### src/rtl/parity_check_rx.sv
// Receive-side parity checker: recomputes parity on each accepted word and forwards
// data plus a per-word error flag through a 2-entry FIFO, with sticky/counting status.
module parity_check_rx #(
    parameter int DATA_W = 8,
    parameter bit ODD    = 1'b0,
    parameter int CNT_W  = 16
) (
    input  logic              clk,
    input  logic              reset,
    input  logic              in_valid,
    output logic              in_ready,
    input  logic [DATA_W-1:0] in_data,
    input  logic              in_parity,
    output logic              out_valid,
    input  logic              out_ready,
    output logic [DATA_W-1:0] out_data,
    output logic              out_err,
    input  logic              clr_err,
    output logic              err_sticky,
    output logic [CNT_W-1:0]  err_count
);

    typedef enum logic [1:0] {EMPTY, ONE, TWO} state_t;

    function automatic logic parity_err(input logic [DATA_W-1:0] d, input logic p);
        return ((^d) ^ p) != ODD;
    endfunction

    function automatic logic [CNT_W-1:0] sat_inc(input logic [CNT_W-1:0] c);
        return (&c) ? c : c + CNT_W'(1);
    endfunction

    state_t              state_q, state_d;
    logic                in_ready_q, in_ready_d;
    logic [DATA_W-1:0]   head_data_q, head_data_d;
    logic                head_err_q, head_err_d;
    logic [DATA_W-1:0]   tail_data_q, tail_data_d;
    logic                tail_err_q, tail_err_d;
    logic                sticky_q, sticky_d;
    logic [CNT_W-1:0]    cnt_q, cnt_d;
    logic                acc, emit, new_err;

    assign acc     = in_valid && in_ready_q;
    assign emit    = (state_q != EMPTY) && out_ready;
    assign new_err = parity_err(in_data, in_parity);

    always_comb begin
        state_d     = state_q;
        head_data_d = head_data_q;
        head_err_d  = head_err_q;
        tail_data_d = tail_data_q;
        tail_err_d  = tail_err_q;
        case (state_q)
            EMPTY: begin
                if (acc) begin
                    head_data_d = in_data;
                    head_err_d  = new_err;
                    state_d     = ONE;
                end
            end
            ONE: begin
                if (acc && emit) begin
                    head_data_d = in_data;
                    head_err_d  = new_err;
                end else if (acc) begin
                    tail_data_d = in_data;
                    tail_err_d  = new_err;
                    state_d     = TWO;
                end else if (emit) begin
                    state_d = EMPTY;
                end
            end
            TWO: begin
                if (emit) begin
                    head_data_d = tail_data_q;
                    head_err_d  = tail_err_q;
                    state_d     = ONE;
                end
            end
            default: state_d = EMPTY;
        endcase
        in_ready_d = (state_d != TWO);
    end

    // Clear takes effect first so a same-cycle erroneous accept still counts once.
    always_comb begin
        sticky_d = clr_err ? 1'b0 : sticky_q;
        cnt_d    = clr_err ? '0 : cnt_q;
        if (acc && new_err) begin
            sticky_d = 1'b1;
            cnt_d    = sat_inc(cnt_d);
        end
    end

    always_ff @(posedge clk) begin
        if (reset) begin
            state_q     <= EMPTY;
            in_ready_q  <= 1'b1;
            head_data_q <= '0;
            head_err_q  <= 1'b0;
            sticky_q    <= 1'b0;
            cnt_q       <= '0;
        end else begin
            state_q     <= state_d;
            in_ready_q  <= in_ready_d;
            head_data_q <= head_data_d;
            head_err_q  <= head_err_d;
            sticky_q    <= sticky_d;
            cnt_q       <= cnt_d;
        end
    end

    always_ff @(posedge clk) begin
        tail_data_q <= tail_data_d;
        tail_err_q  <= tail_err_d;
    end

    assign in_ready   = in_ready_q;
    assign out_valid  = (state_q != EMPTY);
    assign out_data   = head_data_q;
    assign out_err    = head_err_q;
    assign err_sticky = sticky_q;
    assign err_count  = cnt_q;

endmodule

### config.mk
export PLATFORM = sky130hd
export DESIGN_NAME = parity_check_rx
export DESIGN_NICKNAME = d
export VERILOG_FILES = /design/src/rtl/parity_check_rx.sv
export SDC_FILE = /design/constraint.sdc
export NUM_CORES = 1
export LEC_CHECK = 0
export ABC_CLOCK_PERIOD_IN_PS = 1900
export CAP_MARGIN = 20
export CELL_PAD_IN_SITES_DETAIL_PLACEMENT = 1
export CELL_PAD_IN_SITES_GLOBAL_PLACEMENT = 1
export CORE_ASPECT_RATIO = 1.4
export CORE_UTILIZATION = 35
export CTS_BUF_LIST = sky130_fd_sc_hd__clkbuf_16
export CTS_CLUSTER_SIZE = 10
export DETAILED_ROUTE_END_ITERATION = 7
export PLACE_DENSITY = 0.82
export SLEW_MARGIN = 40
export SYNTH_ARGS = -nofsm -noshare
export SYNTH_HDL_FRONTEND = slang
export SYNTH_SLANG_ARGS = --single-unit
### constraint.sdc
create_clock -name clk -period 1.9 [get_ports clk]
set_input_delay 0.38 -clock clk [delete_from_list [all_inputs] [get_ports clk]]
set_output_delay 0.38 -clock clk [all_outputs]
set_load 0.05 [all_outputs]
# --- Word level (Yosys, flattened, before mapping) ---
# Cells that the tools add are included.
op_classes:
  n_mux: 19
  n_div: 0
  add_sub_neg: 1
  n_mul: 0
  n_shift: 0
  n_lt_le_gt_ge: 0
  n_bitwise: 2
  reduce_logical: 12
  n_eq_ne: 6
op_table:
  columns: ["operator", "n"]
  rows:
  - ["$mux 16", 3]
  - ["$mux 8", 3]
  - ["$pmux 8 s3", 1]
  - ["$add 16x1->16 const B", 1]
  - ["$reduce_and 16->1", 1]
  - ["$mux 2", 5]
  - ["$ne 2x2->1 const B", 4]
  - ["$reduce_xor 8->1", 1]
  - ["$pmux 2 s3", 1]
  - ["$mux 1", 5]
  - ["$logic_and 1x1->1", 4]
  - ["$reduce_and 4->1", 1]
  - ["$reduce_bool 2->1", 2]
  - ["$pmux 1 s3", 1]
  - ["$reduce_and 3->1", 1]
  - ["$reduce_bool 3->1", 1]
  - ["$eq 2x1->1 const B", 1]
  - ["$eq 2x2->1 const B", 1]
  - ["$logic_not 2->1", 1]
  - ["$not 1->1", 1]
  - ["$xor 1x1->1", 1]
word_totals:
  rom_bits: 0
  mem_bits_rw: 0
  inputBits: 14
  word_cells: 48
  ff_bits: 38
  latchBits: 0
  mem_count: 0

# --- Depth between registers and ports, before layout ---
# Gate-level depths: netlist of the first run.
logic_depth:
  word_depth: 7
  mapped_depth: 7

# --- Worst setup path before layout of the first run ---
# OpenSTA, ideal clock, no wires.
synth_timing:
  path_type: "register -> register"
  startpoint: "register cnt_q[1] (netlist: err_count[1])"
  endpoint: "register cnt_q[2] (netlist: err_count[2])"
  setup_ns: 0.121
  path_slack_ns: -0.359
  t_required_ns: 1.779
  period_less_slack_ns: 2.259
  path_stages_with_launch: 7
  arrival_ns: 2.138
  cell_sequence: "dfxtp_1 -> nor2b_1 -> ha_1 -> nor3b_1 -> a311oi_1 -> o21a_1 -> mux2_2"
synth_via:
  elab_chain_len: 4
  word_cells_on_any_way: 5
  classes_between: "1 x add/sub; 3 x mux; 1 x reduce/logical"
synth_rtl:
  columns: ["element", "line_no", "source"]
  rows:
  - ["start, declared", "40", "logic [CNT_W-1:0] cnt_q, cnt_d;"]
  - ["start signal, assigned", "109", "cnt_q <= cnt_d;"]
  - ["$mux 16 *", "88", "cnt_d = clr_err ? '0 : cnt_q;"]
  - ["$add 16x1->16 or $reduce_and 16->1 (tied branches)", "30", "return (&c) ? c : c + CNT_W'(1);"]
  - ["$mux 16 *", "30", null]
  - ["$mux 16 *", "89", "if (acc && new_err) begin"]
# Every way passes the cells marked *; elsewhere a longest branch is shown, timed or not.
# A chain may end at the register's enable or synchronous reset.

# --- Worst setup path in the final report of the first run ---
layout_timing:
  startpoint: "input port in_data[3]"
  endpoint: "register cnt_q[13] (netlist: err_count[13])"
layout_via:
  elab_chain_len: 4
layout_rtl:
  columns: ["element", "line_no", "source"]
  rows:
  - ["start, declared", "12", "input logic [DATA_W-1:0] in_data,"]
  - ["$reduce_xor 8->1", "26", "return ((^d) ^ p) != ODD;"]
  - ["$xor 1x1->1", "26", null]
  - ["$logic_and 1x1->1", "89", null]
  - ["$mux 16", "89", null]
# No other way between the ends.

==> impl_metrics.env, run 1 <==
export IMPL_synth_async_sr_flop_share_pct=0
export IMPL_worst_hold_path_num_cells=1
export IMPL_finalPower_uw=2710
export IMPL_num_rows=32
export IMPL_yosys_warnings=0
export IMPL_finish_net_count=293
export IMPL_syn_avg_cell_area_sq_um=10.1
export IMPL_core_region_area_sq_um=5490
export IMPL_setup_violations_final=7
export IMPL_rr_startpoint="err_count[3]"
export IMPL_switching_share_pct=31.4
export IMPL_antenna_violations_before_repair=0
export IMPL_drtAntennaViolNets=0
export IMPL_ff2ff_setup_slack_ns=0.01
export IMPL_dp_final_hpwl_mm=4.35
export IMPL_clk_insertion_delay_late_ns=0.28
export IMPL_cts_tree="done"
export IMPL_numClockSinks=38
export IMPL_pwr_share_clk_pct=35.2
export IMPL_critPathRequiredTime_ns=2.06
export IMPL_clock_fmax_ghz=0.497
export IMPL_status="finished with violations"
export IMPL_internal_power_uw=1860
export IMPL_synthDistinctLibCells=48
export IMPL_final_setup_worst_slack_ns=-0.114
export IMPL_power_net_switching_uw=849
export IMPL_clockRootBuffer="clkbuf_16"
export IMPL_cap_violations=0
export IMPL_globalplace_congestion=0.821
export IMPL_tightest_slew_ns=0.495
export IMPL_timing_final_crit_share_pct=106
export IMPL_cts_max_level=2
export IMPL_timing_final_crit_period_ns=2.01
export IMPL_synth_edf_count=9
export IMPL_wire_length_of_the_first_global_routing_pass_mm=11.4
export IMPL_preCtsSetupSlack_ns=-0.840
export IMPL_synth_flop_cell="dfxtp_1"
export IMPL_worst_r2r_endpoint="err_count[2]"
export IMPL_num_vias=2045
export IMPL_initial_utilization_pct=36.2
export IMPL_worst_r2r_cell_count=5
export IMPL_final_hold_worst_slack_ns=0.309
export IMPL_remaining_drc_errors=0
export IMPL_layout_filler_cells=582
export IMPL_cts_buffer_depth=2
export IMPL_seq_power_share_pct=32.6
export IMPL_port_buffer_count=41
export IMPL_power_share_combinational_pct=32.2
export IMPL_yosys_register_bits=38
export IMPL_num_io_pins=42
export IMPL_die_y_um=91.1
export IMPL_drive_gt1_share_pct=50.2
export IMPL_design_die_area_sq_um=5980
export IMPL_slew_viol_final=0
export IMPL_yosys_area_top_type_share_pct=29.3
export IMPL_worst_setup_hold_path_clk_slew_ns=0.06
export IMPL_crit_path_end_kind="flop"
export IMPL_hold_viol_final=0
export IMPL_number_of_global_route_vias_before_repair=2203
export IMPL_cts_made_buffers=5
export IMPL_grt_use_total_pct=25.7
export IMPL_synth_cells=196
export IMPL_hold_end="tail_data_q[1]"
export IMPL_postSynthNetCount=211
export IMPL_grt_start_max_net_pins=19
export IMPL_power_leakage_uw=0.00125
export IMPL_timing_critical_path_fanout_max=12
export IMPL_diodes=0
export IMPL_tritonroute_pass_1_iters=6
export IMPL_route_final_wire_length_mm=7.53
export IMPL_synth_seq_area_share_pct=42.9
export IMPL_grt_overflow_total=0
export IMPL_dieWidth_um=65.6
export IMPL_routed_wire_length_per_instance_um=21.7
export IMPL_pwr_density_cell_nw_per_um2=820
export IMPL_worst_clock_skew_ns=0.00356
export IMPL_min_delay_start="in_data[1]"
export IMPL_grt_setup_unrepaired="true"
export IMPL_synth_area_leader_cell="dfxtp_1"
export IMPL_dpl_instance_area_sq_um=2760
export IMPL_post_route_cell_area_sq_um=3300
export IMPL_failing_checks="setup timing"
export IMPL_synthTopCellsByArea="dfxtp_1 (29%), edfxtp_1 (14%), mux2i_1 (6.6%)"
export IMPL_mappedNetlistArea_sq_um=1980
export IMPL_worst_setup_path_start_kind="input port"
export IMPL_max_slew_margin_pct=67.0
export IMPL_first_iter_violations=58
export IMPL_timing_hold_worst_class="in -> reg"
export IMPL_critical_path_arrival_ns=2.17
export IMPL_post_drt_via_cell_ratio=5.89
export IMPL_area_growth_pct=66.4
export IMPL_critical_path_class="in -> reg"
export IMPL_worst_vdd_drop_v=0.000502
==> area by class of cell <==
cell class | count | area, sq um | share of cell area (%)
multi-input combinational | 143 | 1360 | 41.2
sequential | 38 | 882 | 26.7
timing repair buffer | 87 | 796 | 24.1
clock buffer | 5 | 125 | 3.79
tap | 68 | 85.1 | 2.58
clock inverter | 3 | 40.0 | 1.21
inverter | 3 | 11.3 | 0.341
==> how the worst max path moves through the flow <==
stage | start | to | slack [ns]
6_report | in_data[3] | err_count[13] | -0.11
5_1_grt | in_data[3] | err_count[13] | -0.15
4_1_cts | in_data[0] | err_count[0] | -0.13
3_5_place_dp | in_data[3] | err_count[0] | -0.84
3_3_place_gp | in_data[3] | err_count[0] | -0.72
2_1_floorplan | in_data[3] | err_count[12] | 0.002
==> flip-flops by register name, summed over array words and instances (netlist names) <==
name / count
err_sticky: 1
out_data: 8
tail_data_q: 8
err_count: 16
tail_err_q: 1
out_err: 1
state_q: 2
in_ready: 1
==> through the flow <==
step / setup TNS [ns] / utilization [%] / cells
6_report: -0.404 / 60.2 / 347
5_1_grt: -0.912 / 60.2 / 347
3_3_place_gp: -11.01 / 50.4 / 332
4_1_cts: -0.678 / 57.9 / 346
2_1_floorplan: 0 / - / 196
3_5_place_dp: -13.22 / 50.4 / 332
==> cells by family after synthesis <==
family | after synthesis | share of synthesized area, %
simple gates | 75 | 23.0
xor+xnor | 7 | 6.12
compound gates | 46 | 16.4
flops | 38 | 42.9
buf+inv | 15 | 3.78
fa+ha+maj | 1 | 0.631
mux | 14 | 7.13
==> cells in the mapped netlist, types with 2 or more instances <==
cell,n
edfxtp_1,9
a211oi_1,9
nor2_1,15
mux2i_1,13
dfxtp_1,29
or3_1,9
o31ai_1,5
a311oi_1,2
a21oi_1,12
and3_4,2
and2_1,2
or2_2,2
o41ai_1,2
nor2b_1,5
nand2_1,10
nand3_1,7
inv_2,2
xnor2_1,2
nor3b_1,2
o21a_1,2
and3_1,2
clkbuf_1,6
xnor2_2,2
nor4_2,4
and4_1,2
nand4b_1,2
o311ai_0,3
buf_2,3
buf_6,2
xor3_1,2
o21ai_0,4
or4_1,4
nand4_1,4
==> routing by layer <==
layer	track usage [%]	vias up	routed length, um
met3	4.77	31	224
met5	0	-	0
li1	-	919	-
met1	25.7	1028	2720
met4	12.9	0	352
met2	48.4	67	4230
==> critical path, cell delays in order <==
cell	delay, ns
buf_8	0.11
xnor2_4	0.17
xnor3_2	0.52
xnor2_4	0.19
buf_4	0.16
buf_16	0.15
o21ai_0	0.36
a21oi_2	0.12
==> timing repair <==
item / in CTS / in global routing
buffers inserted: 4 / 5
gates resized for setup: 56 / 44
pin swaps: 27 / 20
hold buffers: 0 / 0
gates cloned: 2 / 0
setup endpoints to repair: 19 / 19
==> cell usage in the layout (no fill, tap or decap), types with 3 or more instances in the layout <==
| cell | netlist | layout |
|---|---|---|
| a211oi_1 | 9 | 9 |
| a21oi_1 | 12 | 7 |
| a21oi_2 | 0 | 5 |
| buf_12 | 0 | 4 |
| buf_4 | 0 | 53 |
| buf_6 | 2 | 8 |
| clkbuf_16 | 0 | 5 |
| clkbuf_2 | 0 | 3 |
| clkdlybuf4s50_1 | 0 | 11 |
| dfxtp_1 | 29 | 18 |
| dfxtp_2 | 0 | 4 |
| dfxtp_4 | 0 | 7 |
| edfxtp_1 | 9 | 9 |
| mux2i_1 | 13 | 13 |
| nand2_1 | 10 | 10 |
| nand3_1 | 7 | 7 |
| nand4_1 | 4 | 4 |
| nor2_1 | 15 | 15 |
| nor2b_1 | 5 | 3 |
| nor4_4 | 0 | 4 |
| o21ai_0 | 4 | 4 |
| o31ai_2 | 1 | 4 |
| or3_1 | 9 | 8 |
| or4_4 | 0 | 3 |
| xnor2_4 | 0 | 4 |
==> power groups by stage <==
stage / clock (uW) / sequential, uW / combinational (uW)
after global placement: 0 / 896 / 593
after CTS: 970 / 882 / 874
final: 953 / 882 / 872
after detailed placement: 0 / 900 / 619
after global routing: 1000 / 886 / 911
after floorplan: 0 / 998 / 271
(Power assumes the default switching activity.)
==> run 2, diff against run 1 <==
--- a/config.mk
+++ b/config.mk
@@ -10,6 +10,7 @@
 export CELL_PAD_IN_SITES_DETAIL_PLACEMENT = 1
 export CELL_PAD_IN_SITES_GLOBAL_PLACEMENT = 1
 export CORE_ASPECT_RATIO = 1.4
+export CORE_MARGIN = 2
 export CORE_UTILIZATION = 35
 export CTS_BUF_LIST = sky130_fd_sc_hd__clkbuf_16
 export CTS_CLUSTER_SIZE = 10
==> run 2 against run 1 <==
  * The run still ends with setup timing left
  * Non-clock buffer count shrank 1
  * Power fell by 2.9%
  * Critical path depth unchanged
  * Combinational power up 9.1%
  * Core utilization is 1.5 points lower
  * Critical path type unchanged
  * Largest cell class unchanged
  * Largest power group is now combinational logic
==> impl_metrics.env, run 2 (synthesized netlist as in run 1, its figures left out) <==
export IMPL_timing_hold_worst_class="in -> reg"
export IMPL_timing_final_crit_period_ns=1.98
export IMPL_dieWidth_um=67.6
export IMPL_tritonroute_pass_1_iters=4
export IMPL_post_route_cell_area_sq_um=3220
export IMPL_number_of_global_route_vias_before_repair=1971
export IMPL_crit_path_end_kind="flop"
export IMPL_num_io_pins=42
export IMPL_status="finished with violations"
export IMPL_numClockSinks=38
export IMPL_dpl_instance_area_sq_um=2700
export IMPL_drive_gt1_share_pct=48.2
export IMPL_power_leakage_uw=0.00123
export IMPL_postCtsHoldBufs=0
export IMPL_pwr_density_cell_nw_per_um2=817
export IMPL_placed_cells=323
export IMPL_layout_core_utilization_pct=58.6
export IMPL_final_cell_count_no_fill=346
export IMPL_routed_wire_length_per_instance_um=19.1
export IMPL_port_buffer_count=41
export IMPL_largest_register_ff_count=16
export IMPL_grt_use_total_pct=20.7
export IMPL_area_growth_pct=62.2
export IMPL_critical_path_arrival_ns=2.19
export IMPL_dp_final_hpwl_mm=4.00
export IMPL_first_iter_violations=98
export IMPL_seq_power_share_pct=33.6
export IMPL_globalplace_congestion=0.800
export IMPL_finish_net_count=292
export IMPL_max_slew_margin_pct=66.8
export IMPL_cap_violations=0
export IMPL_slew_viol_final=0
export IMPL_grt_setup_unrepaired="true"
export IMPL_final_setup_worst_slack_ns=-0.0816
export IMPL_internal_power_uw=1790
export IMPL_critical_path_class="in -> reg"
export IMPL_finalPower_uw=2630
export IMPL_worst_vdd_drop_v=0.000352
export IMPL_failing_checks="setup timing"
export IMPL_diodes=0
export IMPL_grt_overflow_total=0
export IMPL_cts_made_buffers=5
export IMPL_mostFrequentLayoutCell="buf_4"
export IMPL_route_final_wire_length_mm=6.59
export IMPL_num_rows=32
export IMPL_antenna_violations_before_repair=0
export IMPL_cts_tree="done"
export IMPL_final_cell_mix="buf_4 (55), dfxtp_1 (18), nor2_1 (15), clkdlybuf4s50_1 (13), mux2i_1 (12)"
export IMPL_cts_buffer_depth=2
export IMPL_design_die_area_sq_um=6290
export IMPL_power_net_switching_uw=838
export IMPL_switching_share_pct=31.9
export IMPL_drtAntennaViolNets=0
export IMPL_worst_clock_skew_ns=0.00681
export IMPL_clock_fmax_ghz=0.505
export IMPL_cts_max_level=2
export IMPL_die_y_um=93.1
export IMPL_initial_utilization_pct=36.2
export IMPL_clockRootBuffer="clkbuf_16"
export IMPL_grt_start_max_net_pins=19
export IMPL_clk_insertion_delay_late_ns=0.28
export IMPL_num_vias=1929
export IMPL_post_drt_via_cell_ratio=5.58
export IMPL_timing_final_crit_share_pct=104
export IMPL_core_region_area_sq_um=5490
export IMPL_critPathRequiredTime_ns=2.10
export IMPL_remaining_drc_errors=0
export IMPL_hold_viol_final=0
export IMPL_pwr_share_clk_pct=30.2
export IMPL_power_share_combinational_pct=36.2
export IMPL_timing_critical_path_fanout_max=6
export IMPL_worst_setup_path_start_kind="input port"
export IMPL_wire_length_of_the_first_global_routing_pass_mm=9.78
export IMPL_tightest_slew_ns=0.496
export IMPL_setup_violations_final=7
export IMPL_worst_setup_hold_path_clk_slew_ns=0.06
-- run 2: metal layers --
metal	vias up	track usage [%]	wire length (um)	part of all wire, %
met4	0	6.97	106	1.6
met5	-	0	0	0
met2	49	38.2	3680	56
li1	911	-	-	-
met1	957	22.6	2610	40
met3	12	4.33	198	3.0
-- run 2: path summary, 6_finish.rpt --
kind                                       end    startpoint  cells after the start  slack, ns
worst min register to register    err_count[3]  err_count[3]                      2       0.49
worst min-delay path            tail_data_q[6]    in_data[6]                      1       0.32
worst max-delay path              err_count[0]    in_data[2]                      8      -0.08
worst max register to register    err_count[7]  err_count[1]                      7          0
-- run 2: through the flow --
step / setup TNS [ns] / worst slack (ns) / hold slack, ns
2_1_floorplan: 0 / 0.00220 / 0.479
3_3_place_gp: -10.21 / -0.673 / 0.470
3_5_place_dp: -11.08 / -0.724 / 0.481
4_1_cts: -0.0749 / -0.0636 / 0.340
5_1_grt: -0.805 / -0.123 / 0.325
6_report: -0.293 / -0.0816 / 0.322
-- run 2: power groups by stage --
stage | Sequential, uW | Combinational [uW] | Clock, uW
floorplan | 998 | 271 | 0
global placement | 896 | 575 | 0
detailed placement | 899 | 593 | 0
CTS | 882 | 889 | 799
global route | 886 | 991 | 851
finish | 882 | 951 | 795
-- run 2: what timing repair did --
item                                    in CTS  in global routing
endpoints found under the hold margin        0                  0
setup buffers                                7                  8
endpoints found under the setup margin      19                 15
pin swaps                                   25                 14
cloned                                       2                  1
gates resized for setup                     54                 34
-- run 2: area by class of cell --
cell class / instances / area, sq um
well taps: 68 / 85.1
multi-input cells: 143 / 1320
repair buffers: 86 / 777
inverters: 3 / 13.8
flip-flops and latches: 38 / 882
fillers: 598 / 2270
clock buffers: 5 / 125
clock inverters: 3 / 12.5
-- run 2: critical path, stage by stage --
cell     delay (ns)
buf_2          0.12
xnor2_2        0.19
buf_4          0.15
xnor3_2        0.31
xnor2_4        0.20
buf_12         0.15
or4_4          0.53
a21oi_2        0.14
